File: config.mk
export PLATFORM = sky130hd
export DESIGN_NAME = pipeline_hazard_ctrl_flat
export DESIGN_NICKNAME = d
export VERILOG_FILES = /design/src/rtl/pipeline_hazard_ctrl_pkg.sv /design/src/rtl/pipeline_hazard_ctrl_if.sv /design/src/rtl/pipeline_hazard_ctrl_load_use_detector.sv /design/src/rtl/pipeline_hazard_ctrl.sv /design/src/flat_wrapper.sv
export SDC_FILE = /design/constraint.sdc
export NUM_CORES = 1
export LEC_CHECK = 0
export CELL_PAD_IN_SITES_DETAIL_PLACEMENT = 0
export CELL_PAD_IN_SITES_GLOBAL_PLACEMENT = 1
export CORE_MARGIN = 3
export CORE_UTILIZATION = 25
export DETAILED_ROUTE_END_ITERATION = 10
export HOLD_SLACK_MARGIN = 0.02
export PLACE_DENSITY = 0.63
export SYNTH_ARGS = -nofsm -noshare
export SYNTH_HDL_FRONTEND = slang
export SYNTH_SLANG_ARGS = --single-unit
File: constraint.sdc
create_clock -name i_clock -period 3.2 [get_ports i_clock]
set_clock_uncertainty 0.05 [all_clocks]
set_input_delay 0.48 -clock i_clock [delete_from_list [all_inputs] [get_ports i_clock]]
set_output_delay 0.48 -clock i_clock [all_outputs]
set_load 0.05 [all_outputs]
File: src/rtl/pipeline_hazard_ctrl_pkg.sv
// Shared types and constants for the pipeline hazard/flush controller.
// Holds the FSM encoding and the bundle of control outputs.
package pipeline_hazard_ctrl_pkg;

  localparam int NB_REG       = 5;
  localparam int NB_CNT       = 32;
  localparam int DRAIN_CYCLES = 3;

  typedef enum logic [2:0] {
    ST_RUN,
    ST_STEP_WAIT,
    ST_STEP_EXEC,
    ST_HALT_DRAIN,
    ST_HALTED
  } state_t;

  typedef struct packed {
    logic pipe_enable;
    logic pc_write;
    logic if_id_write;
    logic if_id_flush;
    logic id_ex_flush;
    logic ex_mem_flush;
    logic halted;
  } ctrl_t;

  localparam ctrl_t CTRL_IDLE   = '{default: 1'b0};
  localparam ctrl_t CTRL_NORMAL = '{
    pipe_enable: 1'b1, pc_write: 1'b1, if_id_write: 1'b1,
    default: 1'b0};
  localparam ctrl_t CTRL_BUBBLE = '{
    pipe_enable: 1'b1, id_ex_flush: 1'b1,
    default: 1'b0};
  localparam ctrl_t CTRL_BRANCH = '{
    pipe_enable: 1'b1, pc_write: 1'b1, if_id_write: 1'b1,
    if_id_flush: 1'b1, id_ex_flush: 1'b1, ex_mem_flush: 1'b1,
    default: 1'b0};
  localparam ctrl_t CTRL_RESET  = '{
    pipe_enable: 1'b1,
    if_id_flush: 1'b1, id_ex_flush: 1'b1, ex_mem_flush: 1'b1,
    default: 1'b0};
  localparam ctrl_t CTRL_HALTED = '{
    halted: 1'b1, default: 1'b0};

endpackage

File: src/rtl/pipeline_hazard_ctrl_if.sv
// Bundle between the pipeline registers and the hazard controller.
// master = pipeline side, slave = controller side.
interface pipeline_hazard_ctrl_if;
  import pipeline_hazard_ctrl_pkg::*;

  logic [NB_REG-1:0] i_ID_rs;
  logic [NB_REG-1:0] i_ID_rt;
  logic              i_ID_uses_rt;
  logic              i_ID_halt;
  logic              i_EX_mem_read;
  logic [NB_REG-1:0] i_EX_rt;
  logic              i_MEM_branch_taken;
  logic              i_step_mode;
  logic              i_step;

  logic              o_pipe_enable;
  logic              o_pc_write;
  logic              o_IF_ID_write;
  logic              o_IF_ID_flush;
  logic              o_ID_EX_flush;
  logic              o_EX_MEM_flush;
  logic              o_halted;
  logic [NB_CNT-1:0] o_cycle_count;
  logic [NB_CNT-1:0] o_stall_count;

  modport master (
    output i_ID_rs, i_ID_rt, i_ID_uses_rt, i_ID_halt,
    output i_EX_mem_read, i_EX_rt, i_MEM_branch_taken,
    output i_step_mode, i_step,
    input  o_pipe_enable, o_pc_write, o_IF_ID_write,
    input  o_IF_ID_flush, o_ID_EX_flush, o_EX_MEM_flush,
    input  o_halted, o_cycle_count, o_stall_count
  );

  modport slave (
    input  i_ID_rs, i_ID_rt, i_ID_uses_rt, i_ID_halt,
    input  i_EX_mem_read, i_EX_rt, i_MEM_branch_taken,
    input  i_step_mode, i_step,
    output o_pipe_enable, o_pc_write, o_IF_ID_write,
    output o_IF_ID_flush, o_ID_EX_flush, o_EX_MEM_flush,
    output o_halted, o_cycle_count, o_stall_count
  );

endinterface

File: src/rtl/pipeline_hazard_ctrl_load_use_detector.sv
// Combinational load-use comparator: a load in EX whose destination
// is read by the instruction in ID. $0 never creates a hazard.
module load_use_detector
  import pipeline_hazard_ctrl_pkg::*;
#(
  parameter int NB = NB_REG
) (
  input  logic          i_mem_read,
  input  logic [NB-1:0] i_dst,
  input  logic [NB-1:0] i_src_a,
  input  logic [NB-1:0] i_src_b,
  input  logic          i_src_b_used,
  output logic          o_hazard
);

  logic dst_live;
  logic hit_a;
  logic hit_b;

  assign dst_live = i_mem_read & (i_dst != '0);
  assign hit_a    = (i_dst == i_src_a);
  assign hit_b    = i_src_b_used & (i_dst == i_src_b);
  assign o_hazard = dst_live & (hit_a | hit_b);

endmodule

File: src/rtl/pipeline_hazard_ctrl.sv
// Pipeline control: load-use stalls, branch flushes, HALT drain and
// debug single-step. All control outputs are Mealy.
module pipeline_hazard_ctrl
  import pipeline_hazard_ctrl_pkg::*;
#(
  parameter int DRAIN = DRAIN_CYCLES
) (
  input  logic                   i_clock,
  input  logic                   i_reset_n,
  pipeline_hazard_ctrl_if.slave  bus
);

  localparam int NB_DRN = (DRAIN > 1) ? $clog2(DRAIN) : 1;

  state_t            state;
  state_t            state_nxt;
  logic [NB_DRN-1:0] drain;
  logic [NB_DRN-1:0] drain_nxt;
  logic [NB_CNT-1:0] cycle_cnt;
  logic [NB_CNT-1:0] stall_cnt;
  ctrl_t             ctrl;
  logic              stall_inc;
  logic              load_use;
  logic              take_br;
  logic              take_lu;
  logic              take_halt;

  load_use_detector #(
    .NB (NB_REG)
  ) u_lud (
    .i_mem_read   (bus.i_EX_mem_read),
    .i_dst        (bus.i_EX_rt),
    .i_src_a      (bus.i_ID_rs),
    .i_src_b      (bus.i_ID_rt),
    .i_src_b_used (bus.i_ID_uses_rt),
    .o_hazard     (load_use)
  );

  // Priority branch > load-use > halt, made one-hot for the decoder.
  assign take_br   = bus.i_MEM_branch_taken;
  assign take_lu   = load_use & ~take_br;
  assign take_halt = bus.i_ID_halt & ~take_br & ~load_use;

  always_comb begin
    state_nxt = state;
    drain_nxt = drain;
    ctrl      = CTRL_IDLE;
    stall_inc = 1'b0;
    unique case (state)
      ST_RUN, ST_STEP_EXEC: begin
        unique case (1'b1)
          take_br:   ctrl = CTRL_BRANCH;
          take_lu: begin
            ctrl      = CTRL_BUBBLE;
            stall_inc = 1'b1;
          end
          take_halt: ctrl = CTRL_BUBBLE;
          default:   ctrl = CTRL_NORMAL;
        endcase
        if (take_halt) begin
          state_nxt = ST_HALT_DRAIN;
          drain_nxt = NB_DRN'(DRAIN - 1);
        end else if (bus.i_step_mode) begin
          state_nxt = ST_STEP_WAIT;
        end else begin
          state_nxt = ST_RUN;
        end
      end
      ST_STEP_WAIT: begin
        if (bus.i_step_mode && bus.i_step) begin
          state_nxt = ST_STEP_EXEC;
        end else if (!bus.i_step_mode) begin
          state_nxt = ST_RUN;
        end
      end
      ST_HALT_DRAIN: begin
        // An older branch resolving here makes the HALT wrong-path.
        if (take_br) begin
          ctrl      = CTRL_BRANCH;
          state_nxt = ST_RUN;
        end else begin
          ctrl = CTRL_BUBBLE;
          if (drain == '0) begin
            state_nxt = ST_HALTED;
          end else begin
            drain_nxt = drain - NB_DRN'(1);
          end
        end
      end
      ST_HALTED: begin
        ctrl = CTRL_HALTED;
      end
      default: begin
        state_nxt = ST_RUN;
      end
    endcase
    if (!i_reset_n) begin
      ctrl      = CTRL_RESET;
      stall_inc = 1'b0;
    end
  end

  always_ff @(posedge i_clock) begin
    if (!i_reset_n) begin
      state     <= ST_RUN;
      drain     <= '0;
      cycle_cnt <= '0;
      stall_cnt <= '0;
    end else begin
      state <= state_nxt;
      drain <= drain_nxt;
      if (ctrl.pipe_enable) begin
        cycle_cnt <= cycle_cnt + NB_CNT'(1);
      end
      if (stall_inc && (stall_cnt != '1)) begin
        stall_cnt <= stall_cnt + NB_CNT'(1);
      end
    end
  end

  assign bus.o_pipe_enable  = ctrl.pipe_enable;
  assign bus.o_pc_write     = ctrl.pc_write;
  assign bus.o_IF_ID_write  = ctrl.if_id_write;
  assign bus.o_IF_ID_flush  = ctrl.if_id_flush;
  assign bus.o_ID_EX_flush  = ctrl.id_ex_flush;
  assign bus.o_EX_MEM_flush = ctrl.ex_mem_flush;
  assign bus.o_halted       = ctrl.halted;
  assign bus.o_cycle_count  = cycle_cnt;
  assign bus.o_stall_count  = stall_cnt;

endmodule

File: src/flat_wrapper.sv
// flat-port wrapper written by rule: the top's interface ports become plain ports
module pipeline_hazard_ctrl_flat import pipeline_hazard_ctrl_pkg::*;
#(
  parameter int DRAIN = DRAIN_CYCLES
)
  (i_clock, i_reset_n, bus_i_ID_rs, bus_i_ID_rt, bus_i_ID_uses_rt, bus_i_ID_halt, bus_i_EX_mem_read, bus_i_EX_rt, bus_i_MEM_branch_taken, bus_i_step_mode, bus_i_step, bus_o_pipe_enable, bus_o_pc_write, bus_o_IF_ID_write, bus_o_IF_ID_flush, bus_o_ID_EX_flush, bus_o_EX_MEM_flush, bus_o_halted, bus_o_cycle_count, bus_o_stall_count);
  pipeline_hazard_ctrl_if bus_i ();
  input  logic i_clock;
  input  logic i_reset_n;
  input wire logic [$bits(bus_i.i_ID_rs)-1:0] bus_i_ID_rs;
  input wire logic [$bits(bus_i.i_ID_rt)-1:0] bus_i_ID_rt;
  input wire logic [$bits(bus_i.i_ID_uses_rt)-1:0] bus_i_ID_uses_rt;
  input wire logic [$bits(bus_i.i_ID_halt)-1:0] bus_i_ID_halt;
  input wire logic [$bits(bus_i.i_EX_mem_read)-1:0] bus_i_EX_mem_read;
  input wire logic [$bits(bus_i.i_EX_rt)-1:0] bus_i_EX_rt;
  input wire logic [$bits(bus_i.i_MEM_branch_taken)-1:0] bus_i_MEM_branch_taken;
  input wire logic [$bits(bus_i.i_step_mode)-1:0] bus_i_step_mode;
  input wire logic [$bits(bus_i.i_step)-1:0] bus_i_step;
  output wire logic [$bits(bus_i.o_pipe_enable)-1:0] bus_o_pipe_enable;
  output wire logic [$bits(bus_i.o_pc_write)-1:0] bus_o_pc_write;
  output wire logic [$bits(bus_i.o_IF_ID_write)-1:0] bus_o_IF_ID_write;
  output wire logic [$bits(bus_i.o_IF_ID_flush)-1:0] bus_o_IF_ID_flush;
  output wire logic [$bits(bus_i.o_ID_EX_flush)-1:0] bus_o_ID_EX_flush;
  output wire logic [$bits(bus_i.o_EX_MEM_flush)-1:0] bus_o_EX_MEM_flush;
  output wire logic [$bits(bus_i.o_halted)-1:0] bus_o_halted;
  output wire logic [$bits(bus_i.o_cycle_count)-1:0] bus_o_cycle_count;
  output wire logic [$bits(bus_i.o_stall_count)-1:0] bus_o_stall_count;
  assign bus_i.i_ID_rs = bus_i_ID_rs;
  assign bus_i.i_ID_rt = bus_i_ID_rt;
  assign bus_i.i_ID_uses_rt = bus_i_ID_uses_rt;
  assign bus_i.i_ID_halt = bus_i_ID_halt;
  assign bus_i.i_EX_mem_read = bus_i_EX_mem_read;
  assign bus_i.i_EX_rt = bus_i_EX_rt;
  assign bus_i.i_MEM_branch_taken = bus_i_MEM_branch_taken;
  assign bus_i.i_step_mode = bus_i_step_mode;
  assign bus_i.i_step = bus_i_step;
  assign bus_o_pipe_enable = bus_i.o_pipe_enable;
  assign bus_o_pc_write = bus_i.o_pc_write;
  assign bus_o_IF_ID_write = bus_i.o_IF_ID_write;
  assign bus_o_IF_ID_flush = bus_i.o_IF_ID_flush;
  assign bus_o_ID_EX_flush = bus_i.o_ID_EX_flush;
  assign bus_o_EX_MEM_flush = bus_i.o_EX_MEM_flush;
  assign bus_o_halted = bus_i.o_halted;
  assign bus_o_cycle_count = bus_i.o_cycle_count;
  assign bus_o_stall_count = bus_i.o_stall_count;
  pipeline_hazard_ctrl #(.DRAIN(DRAIN)) u_core (.i_clock(i_clock), .i_reset_n(i_reset_n), .bus(bus_i));
endmodule
==> flow_summary.yaml <==
outcome:
  status: "complete, no violations"
floorplanning:
  rows: 43
  coreArea_um2: 13930
  io_pins: 94
  die_y_um: 125.6
  die_w_um: 125.6
  die_area_um2: 15760
  initial_utilization_pct: 25.64
timing:
  hold_ws_ns: 0.4402
  setup_tns_ns: 0
  tightest_slew_ns: 0.6734
  grt_setup_unrepaired: "false"
  slew_headroom_pct: 54.81
  fmax_mhz: 343.8
  fin_crit_ns: 2.909
  finalSetupViolations: 0
  slew_violations: 0
  finalHoldViolCount: 0
  period_share_pct: 90.90
placement:
  place_hpwl_mm: 7.095
  port_buffers: 93
  place.gp.congestion: 0.7418
finish:
  fill_cells: 1444
  n_antenna_cell: 0
  area_delta_synth_final_pct: 42.96
  nNetsFinal: 566
  final_layout_size_suffix_gt1_share_pct: 7.890
global_routing:
  grt_use_total_pct: 12.48
  antenna_found_initial: 0
  grt_max_degree: 31
  grt_pass1_vias: 3236
  grt_pass1_wl_mm: 16.03
  overflow: 0
worst_hold_path:
  worstHoldStart: "u_core.bus.o_stall_count[10]"
  hold_end: "u_core.bus.o_stall_count[10]"
  hp-class: "flip-flop to flip-flop"
  hold-path-cell-count: 2
pwr:
  p_leak_uw: 0.001636
  power.density_nw_per_um2: 458.3
  ir_drop_uv: 259.9
critical_path:
  critical_path_class: "input port to output pin"
  end_kind: "output pin"
  reg2reg_depth: 6
  regToRegStartpoint: "u_core.bus.o_cycle_count[11]"
  r2r_slack_ns: 0.82
  cp-start-kind: "input port"
  crit_required_ns: 2.67
  cp.arrival_ns: 2.38
  startpoint: "bus_i_EX_rt[0]"
  critPathMaxFanout: 3
  r2r-end: "u_core.bus.o_cycle_count[31]"
clock_network:
  clock_latency_ns: 0.34
  clock_tree.buffer_depth: 2
  cts_setup_buffers: 0
  ctsResizeCount: 0
  cts-root-buf: "clkbuf_16"
  clkSlewWorstSetupHoldPaths_ns: 0.05
  cts_htree_levels: 3
  cts_buffers: 9
  cts_tree: "done"
  ctsHoldBuffers: 0
  clock_sinks: 69
detailed_routing:
  vias_per_cell: 4.872
  drt_wl_total_mm: 9.838
  route.detailed.drc: 0
  vias: 3532
  wire_per_inst_um: 13.57
  first_pass_iters: 4
  final_antenna_net_count: 0
  drt-initial-drc-count: 187
synth:
  yosysTopAreaCellShare_pct: 38.66
  async_reset_ff_share_pct: 0
  synthTopCellsByArea: "dfxtp_1, xnor2_1, nor2_1"
  ys_ff_latch: 69
  synth_edf_count: 0
  ys_warn_count: 0
  synth_top_flop_cell: "dfxtp_1"
  synthDistinctLibCells: 46
  syn_inst: 444
  synth_most_common_cell: "dfxtp_1"
  yosysTopAreaCell: "dfxtp_1"
  synthesis.area_um2: 3573
  syn-num-nets: 470
  post_synth.cell_area_avg_um2: 8.048
  synth_seq_area_share_pct: 38.66
  ys_top_cells_by_count: "dfxtp_1, nor2_1, nand2_1, a21oi_1, xnor2_1"
run:
  timing.max_cap.violations: 0
where the power goes:
part           switching (µW)  internal (µW)
logic                     118           86.1
registers                15.4            868
clock network             392            861
worst max-delay path, stage by stage:
cell and delay (ns):
clkdlybuf4s50_1 0.46, or4_1 0.57, o21ai_1 0.19, nor2_1 0.10, o41ai_1 0.26, nand2_1 0.10
buf_4 0.21
registers in the layout, summed over array words and instances (netlist names):
register                  count
u_core.bus.o_cycle_count     32
u_core.drain                  2
u_core.bus.o_stall_count     32
u_core.state                  3
area by class of cell:
class / count / area, µm² / share of cell area (%)
multi-input cells: 337 / 2016 / 39.46
repair buffers: 103 / 1039 / 20.33
flip-flops and latches: 69 / 1381 / 27.04
inverters: 20 / 75.07 / 1.470
well taps: 180 / 225.2 / 4.409
clock buffers: 10 / 239.0 / 4.678
clock inverters: 6 / 133.9 / 2.621
placed cells by master (no fill, tap or decap), drive strengths merged, types with 8 or more instances in the layout:
cell type | netlist | routed
buf | 5 | 17
nor2 | 50 | 50
nor3 | 20 | 20
xnor2 | 25 | 25
xor2 | 11 | 11
clkbuf | 13 | 10
o21ai | 22 | 22
nand2 | 43 | 43
nor4 | 11 | 11
clkdlybuf4s50 | 0 | 86
a21oi | 26 | 26
or4 | 8 | 8
or3 | 20 | 20
nand4 | 24 | 24
dfxtp | 69 | 69
inv | 20 | 20
nand3 | 23 | 23
cell families (layout without fill, tap and decap cells):
logic type / count (synthesis) / after routing / share of synthesized area (%)
and+or+nand+nor: 218 / 218 / 31.83
AOI/OAI and AO/OA: 74 / 74 / 13.03
DFF: 69 / 69 / 38.66
buffers and inverters: 38 / 139 / 4.936
xor gates and xnor gates: 36 / 36 / 8.823
muxes: 6 / 6 / 1.681
adders and majority gates: 3 / 3 / 1.051
worst max path at each step:
stage | slack, ns | cells past startpoint | to
2_1_floorplan | 0.07 | 5 | bus_o_halted
3_3_place_gp | 0.25 | 7 | bus_o_ID_EX_flush
3_5_place_dp | 0.19 | 7 | bus_o_ID_EX_flush
4_1_cts | 0.18 | 7 | bus_o_ID_EX_flush
5_1_grt | 0.05 | 7 | bus_o_ID_EX_flush
6_report | 0.29 | 7 | bus_o_ID_EX_flush
metrics by stage:
stage                     worst slack (ns)  utilization (%)  total power (µW)  instance area (µm²)  instances
after floorplan                    0.06827                -              1027                 3573        444
after detailed placement            0.1874            33.99              1109                 4736        709
after CTS                           0.1756            36.66              2381                 5109        725
after global placement              0.2521            33.99              1108                 4736        709
final                               0.2911            36.66              2341                 5109        725
after global routing               0.04634            36.66              2431                 5109        725
per-layer routing:
metal | global-route usage, % | vias to the layer above | share of wire (%)
met1 | 15.29 | 1657 | 45
met3 | 4.955 | 8 | 7.4
met5 | 0 | - | 0
met2 | 20.30 | 98 | 47
met4 | 3.635 | 0 | 1.1
li1 | - | 1769 | -
Note: power is estimated with default switching activity, not from simulation.
==> variant 1 (same flow settings) <==
`DRAIN_CYCLES`: 3 -> 6.
--- a/src/rtl/pipeline_hazard_ctrl_pkg.sv
+++ b/src/rtl/pipeline_hazard_ctrl_pkg.sv
@@ -5,5 +5,5 @@
   localparam int NB_REG       = 5;
   localparam int NB_CNT       = 32;
-  localparam int DRAIN_CYCLES = 3;
+  localparam int DRAIN_CYCLES = 6;
 
   typedef enum logic [2:0] {
Formal check against the unedited RTL: not equivalent (Yosys sat finds a counterexample within 10 cycles, from zero or initial values and one cycle with i_reset_n low).
==> variant 1 against the original RTL <==
Area after synthesis grew 0.84%; critical path depth grew 1; total power shrank 11%; critical endpoint unchanged; sequential share of layout area grew 0.47 points; routed wire length grew 1.9%; cell area shrank 0.27%; via count shrank 2.4%; sequential cell count grew 1; setup slack lost 0.16 ns; critical path type unchanged; highest routed layer unchanged; register-to-register slack lost 0.02 ns; fmax shrank 5.1%; synthesized cell count shrank 2.3%.
==> variant 1: results (changes against the original RTL) <==
outcome finished, final reports clean; Async SR Flop Fraction 0% (unchanged); Placer Congestion 0.769 (+3.6%); HP Start u_core.bus.o_stall_count[30]$_SDFFE_PN0P_; Final Critical Period 3.07 ns (+0.157 ns); top post-synthesis cells by area dfxtp_1 (39%), xnor2_1 (7.0%), nor2_1 (5.4%), xor2_1 (3.9%), nand3_1 (3.6%); Final HPWL DP 7.43 mm (+4.7%); hold path endpoint u_core.bus.o_stall_count[30]$_SDFFE_PN0P_; slew margin rel. 52.0% (-2.8 points); fraction of layout cells with a size suffix above 1 8.15% (+0.26 points); Syn Nets 461 (-1.9%); Hold Slack 0.439 ns (-0.00129 ns); FF-to-FF setup slack 0.80 ns (-0.02 ns); CP peak stage delay 0.56 ns; Reg-to-Reg End u_core.bus.o_stall_count[31]$_SDFFE_PN0P_; pin count of the biggest net entering global routing 32 (+3.2%); start point of the critical path bus_i_EX_rt[0]; Top Family by Delay on Critical Path buffers and inverters; post-DR wirelength/cell 13.9 um (+2.6%); post-cts resize count 0 (unchanged); DP Area 4810 um^2 (+1.6%); register area share after synthesis 38.9% (+0.23 points); FF-to-FF Start u_core.bus.o_stall_count[3]$_SDFFE_PN0P_; Post-Syn Instances 434 (-2.3%); Setup Buffers After CTS 0 (unchanged); Nets 562 (-0.71%); standby leakage power 1.64 nW (+0.16%); Hold Crit Class reg -> reg; FILL cells 1,487 (+3.0%); VDD IR max 0.220 mV (-15%); vias in the first global route 3,220 (-0.49%); clock-pin slew on the worst setup and hold paths 0.05 ns (about the same); most frequent cells after synthesis dfxtp_1 (70), nor2_1 (52), nand2_1 (32); total routing usage reported by global routing 12.7% (+0.26 points); H-Tree Depth 3 (unchanged); Max clock buf depth 2 (unchanged); Synth cell types 45 (-2.2%); WP data arrival 2.54 ns (+0.16 ns); total number of yosys warnings 0 (unchanged); total power 0.00208 W (-11%); vias 3,446 (-2.4%); DP Cell Count 704 (-0.71%); Setup WS pre-CTS 0.128 ns (-0.0592 ns); DRT iter0 DRCs 138 (-26%); first-pass GRT wire length 16.4 mm (+2.3%); maximum fanout along the worst path 2 (-1); Total Wirelength 10.0 mm (+1.9%); Buffers on Ports 93 (unchanged)
[variant 1: cell count changes in the layout (fill, tap and decap cells not counted), moves of 5 or more]
cell,change
and3_1,+5
buf_4,+5
inv_1,-5
nand2_1,-11
nor3_1,-5
or3_1,-5
xor2_1,+5
[variant 1: routing by layer]
metal / GRT usage [%] / wire length [um] / vias up
met1: 16.2 / 4700 / 1602
met3: 5.47 / 774 / 7
met5: 0 / 0 / -
li1: - / - / 1747
met2: 19.8 / 4460 / 90
met4: 3.41 / 91 / 0
[variant 1: worst register-to-register path, stage by stage, from the launching register on]
cell	delay, ns
dfxtp_1	0.42
and4_1	0.29
nand4_1	0.32
nor2_1	0.21
o2111ai_1	0.38
or4_1	0.52
a21oi_1	0.14
[variant 1: layout make-up]
cell class              count  area [um^2]  share of cell area (%)
multi-input cells         331         2050                    40.3
flip-flops and latches     70         1400                    27.5
repair buffers            108         1080                    21.1
clock buffers              11          233                    4.57
well taps                 180          225                    4.42
inverters                  15         56.3                    1.11
clock inverters             5         50.0                   0.982
[variant 1: logic make-up (layout without fill, tap and decap cells)]
| kind of cell | count (synthesis) | count (layout) | synth area share [%] |
|---|---|---|---|
| and+or+nand+nor | 211 | 211 | 31.0 |
| DFF | 70 | 70 | 38.9 |
| AOI/OAI and AO/OA | 67 | 67 | 12.4 |
| xor gates and xnor gates | 45 | 45 | 10.9 |
| buffers and inverters | 33 | 139 | 4.27 |
| adders and majority gates | 4 | 4 | 1.39 |
| muxes | 4 | 4 | 1.11 |
[variant 1: where the power goes]
group / switching [W] / internal (W) / total, W
Clock: 0.000370 / 0.000598 / 0.000968
Sequential: 0.0000142 / 0.000882 / 0.000896
Combinational: 0.000121 / 0.0000942 / 0.000215
Total: 0.000505 / 0.00157 / 0.00208
==> variant 2 (config.mk and constraints unchanged) <==
Made on the original files. Re-encode `state_t` (5 states) as one-hot, 5 bits wide.
--- a/src/rtl/pipeline_hazard_ctrl_pkg.sv
+++ b/src/rtl/pipeline_hazard_ctrl_pkg.sv
@@ -7,10 +7,10 @@
   localparam int DRAIN_CYCLES = 3;
 
-  typedef enum logic [2:0] {
-    ST_RUN,
-    ST_STEP_WAIT,
-    ST_STEP_EXEC,
-    ST_HALT_DRAIN,
-    ST_HALTED
+  typedef enum logic [4:0] {
+    ST_RUN        = 5'b00001,
+    ST_STEP_WAIT  = 5'b00010,
+    ST_STEP_EXEC  = 5'b00100,
+    ST_HALT_DRAIN = 5'b01000,
+    ST_HALTED     = 5'b10000
   } state_t;
 
Formal check against the unedited RTL: no difference found for any inputs over 10 cycles, from zero or initial values and one cycle with i_reset_n low; not proved beyond that.
==> variant 2 against the original RTL <==
Sequential cell count increased by 2; area after synthesis increased by 2.3%; routed wire length increased by 3.8%; hold slack got worse by 0.023 ns; setup slack got worse by 0.14 ns; total power decreased by 9.4%; cell area decreased by 0.24%.
==> variant 2: results (changes against the original RTL) <==
outcome finished, final reports clean; Synth Area in Compound Gates 12.3% (-0.71 points); total routing usage reported by global routing 13.2% (+0.68 points); antenna violations before repair 0 (unchanged); DRT iter0 DRCs 158 (-16%); VDD IR max 0.265 mV (+2.1%); first-pass GRT wire length 17.1 mm (+6.7%); vias per inst 4.84 (-0.65%); maximum fanout along the worst path 5 (+2); top post-synthesis cells by area dfxtp_1 (39%), xnor2_1 (6.0%), nand2_1 (4.6%), nor2_1 (4.6%), a21oi_1 (4.4%); Nets 573 (+1.2%); standby leakage power 1.66 nW (+1.7%); WP data arrival 2.51 ns (+0.13 ns); post-DR wirelength/cell 14.0 um (+2.9%); total CTS buffers 9 (unchanged); post-synthesis adder-cell area fraction 1.03% (-0.024 points); post-route DRC violation count 0 (unchanged); register area share after synthesis 38.9% (+0.21 points); Placer Congestion 0.739 (-0.36%); pin count of the biggest net entering global routing 59 (+90%); Syn Nets 479 (+1.9%); Post-Synth XOR/XNOR Area 10.3% (+1.5 points); multiplexer share of the synthesized area 2.19% (+0.51 points); Setup WS pre-CTS 0.113 ns (-0.0744 ns); most frequent cells after synthesis dfxtp_1 (71), nand2_1 (45), nor2_1 (45); Final HPWL DP 7.38 mm (+4.0%); fraction of layout cells with a size suffix above 1 6.72% (-1.2 points); slew margin rel. 53.1% (-1.7 points)
-- variant 2: final cells by class --
type | instances | area, um^2
Inverter | 18 | 67.6
Clock buffer | 14 | 254
Clock inverter | 1 | 5.00
Tap cell | 180 | 225
Multi-Input combinational cell | 344 | 2080
Fill cell | 1482 | 9000
Timing Repair Buffer | 103 | 1040
Sequential cell | 71 | 1420
-- variant 2: stage by stage --
step / instance area, um^2 / hold WS, ns / util [%] / total power [W] / cells
floorplan: 3660 / 0.385 / - / 0.00111 / 453
finish: 5100 / 0.417 / 36.2 / 0.00212 / 731
detailed placement: 4830 / 0.416 / 34.3 / 0.00124 / 716
global placement: 4830 / 0.392 / 34.3 / 0.00123 / 716
global route: 5100 / 0.435 / 36.2 / 0.00223 / 731
CTS: 5090 / 0.423 / 36.1 / 0.00216 / 731
-- variant 2: logic make-up after synthesis --
kind of cell | Yosys count
AOI/OAI and AO/OA | 73
and+or+nand+nor | 217
adders and majority gates | 3
buffers and inverters | 38
muxes | 8
xor gates and xnor gates | 43
DFF | 71
-- variant 2: repair_timing --
item,in CTS,in global routing
hold endpoints to repair,0,0
resized for setup,0,1
setup endpoints to repair,0,3
hold buffers,0,0
-- variant 2: final timing paths --
kind	startpoint	to	slack, ns	cells after the start
worst max-delay path	bus_i_EX_rt[1]	bus_o_pc_write	0.16	9
worst min register to register	u_core.drain[1]$_SDFFE_PN0P_	u_core.drain[1]$_SDFFE_PN0P_	0.42	2
worst min-delay path	u_core.drain[1]$_SDFFE_PN0P_	u_core.drain[1]$_SDFFE_PN0P_	0.42	2
worst max register to register	u_core.bus.o_cycle_count[3]$_SDFFE_PN0P_	u_core.bus.o_cycle_count[31]$_SDFFE_PN0P_	0.63	6
-- variant 2: metal layers --
metal  routed length (um)  global-route usage [%]  up-vias
met1                 4580                    15.6     1650
met2                 4790                    21.6       80
li1                     -                       -     1795
met4                  184                    4.79        0
met3                  649                    5.14       13
met5                    0                       0        -
-- variant 2: critical path: stages --
cell	delay, ns
clkdlybuf4s50_1	0.48
xnor2_1	0.23
nand4_1	0.13
o22ai_1	0.20
nor2b_1	0.44
o31a_1	0.18
nor2_1	0.05
buf_4	0.19
buf_12	0.14
-- variant 2: where the power goes --
| part | leakage, nW | internal (W) | total [W] | switching (W) |
|---|---|---|---|---|
| registers | 0.573 | 0.000900 | 0.000917 | 0.0000175 |
| logic | 0.965 | 0.000118 | 0.000297 | 0.000179 |
| clock network | 0.127 | 0.000541 | 0.000907 | 0.000366 |
| total | 1.66 | 0.00156 | 0.00212 | 0.000563 |
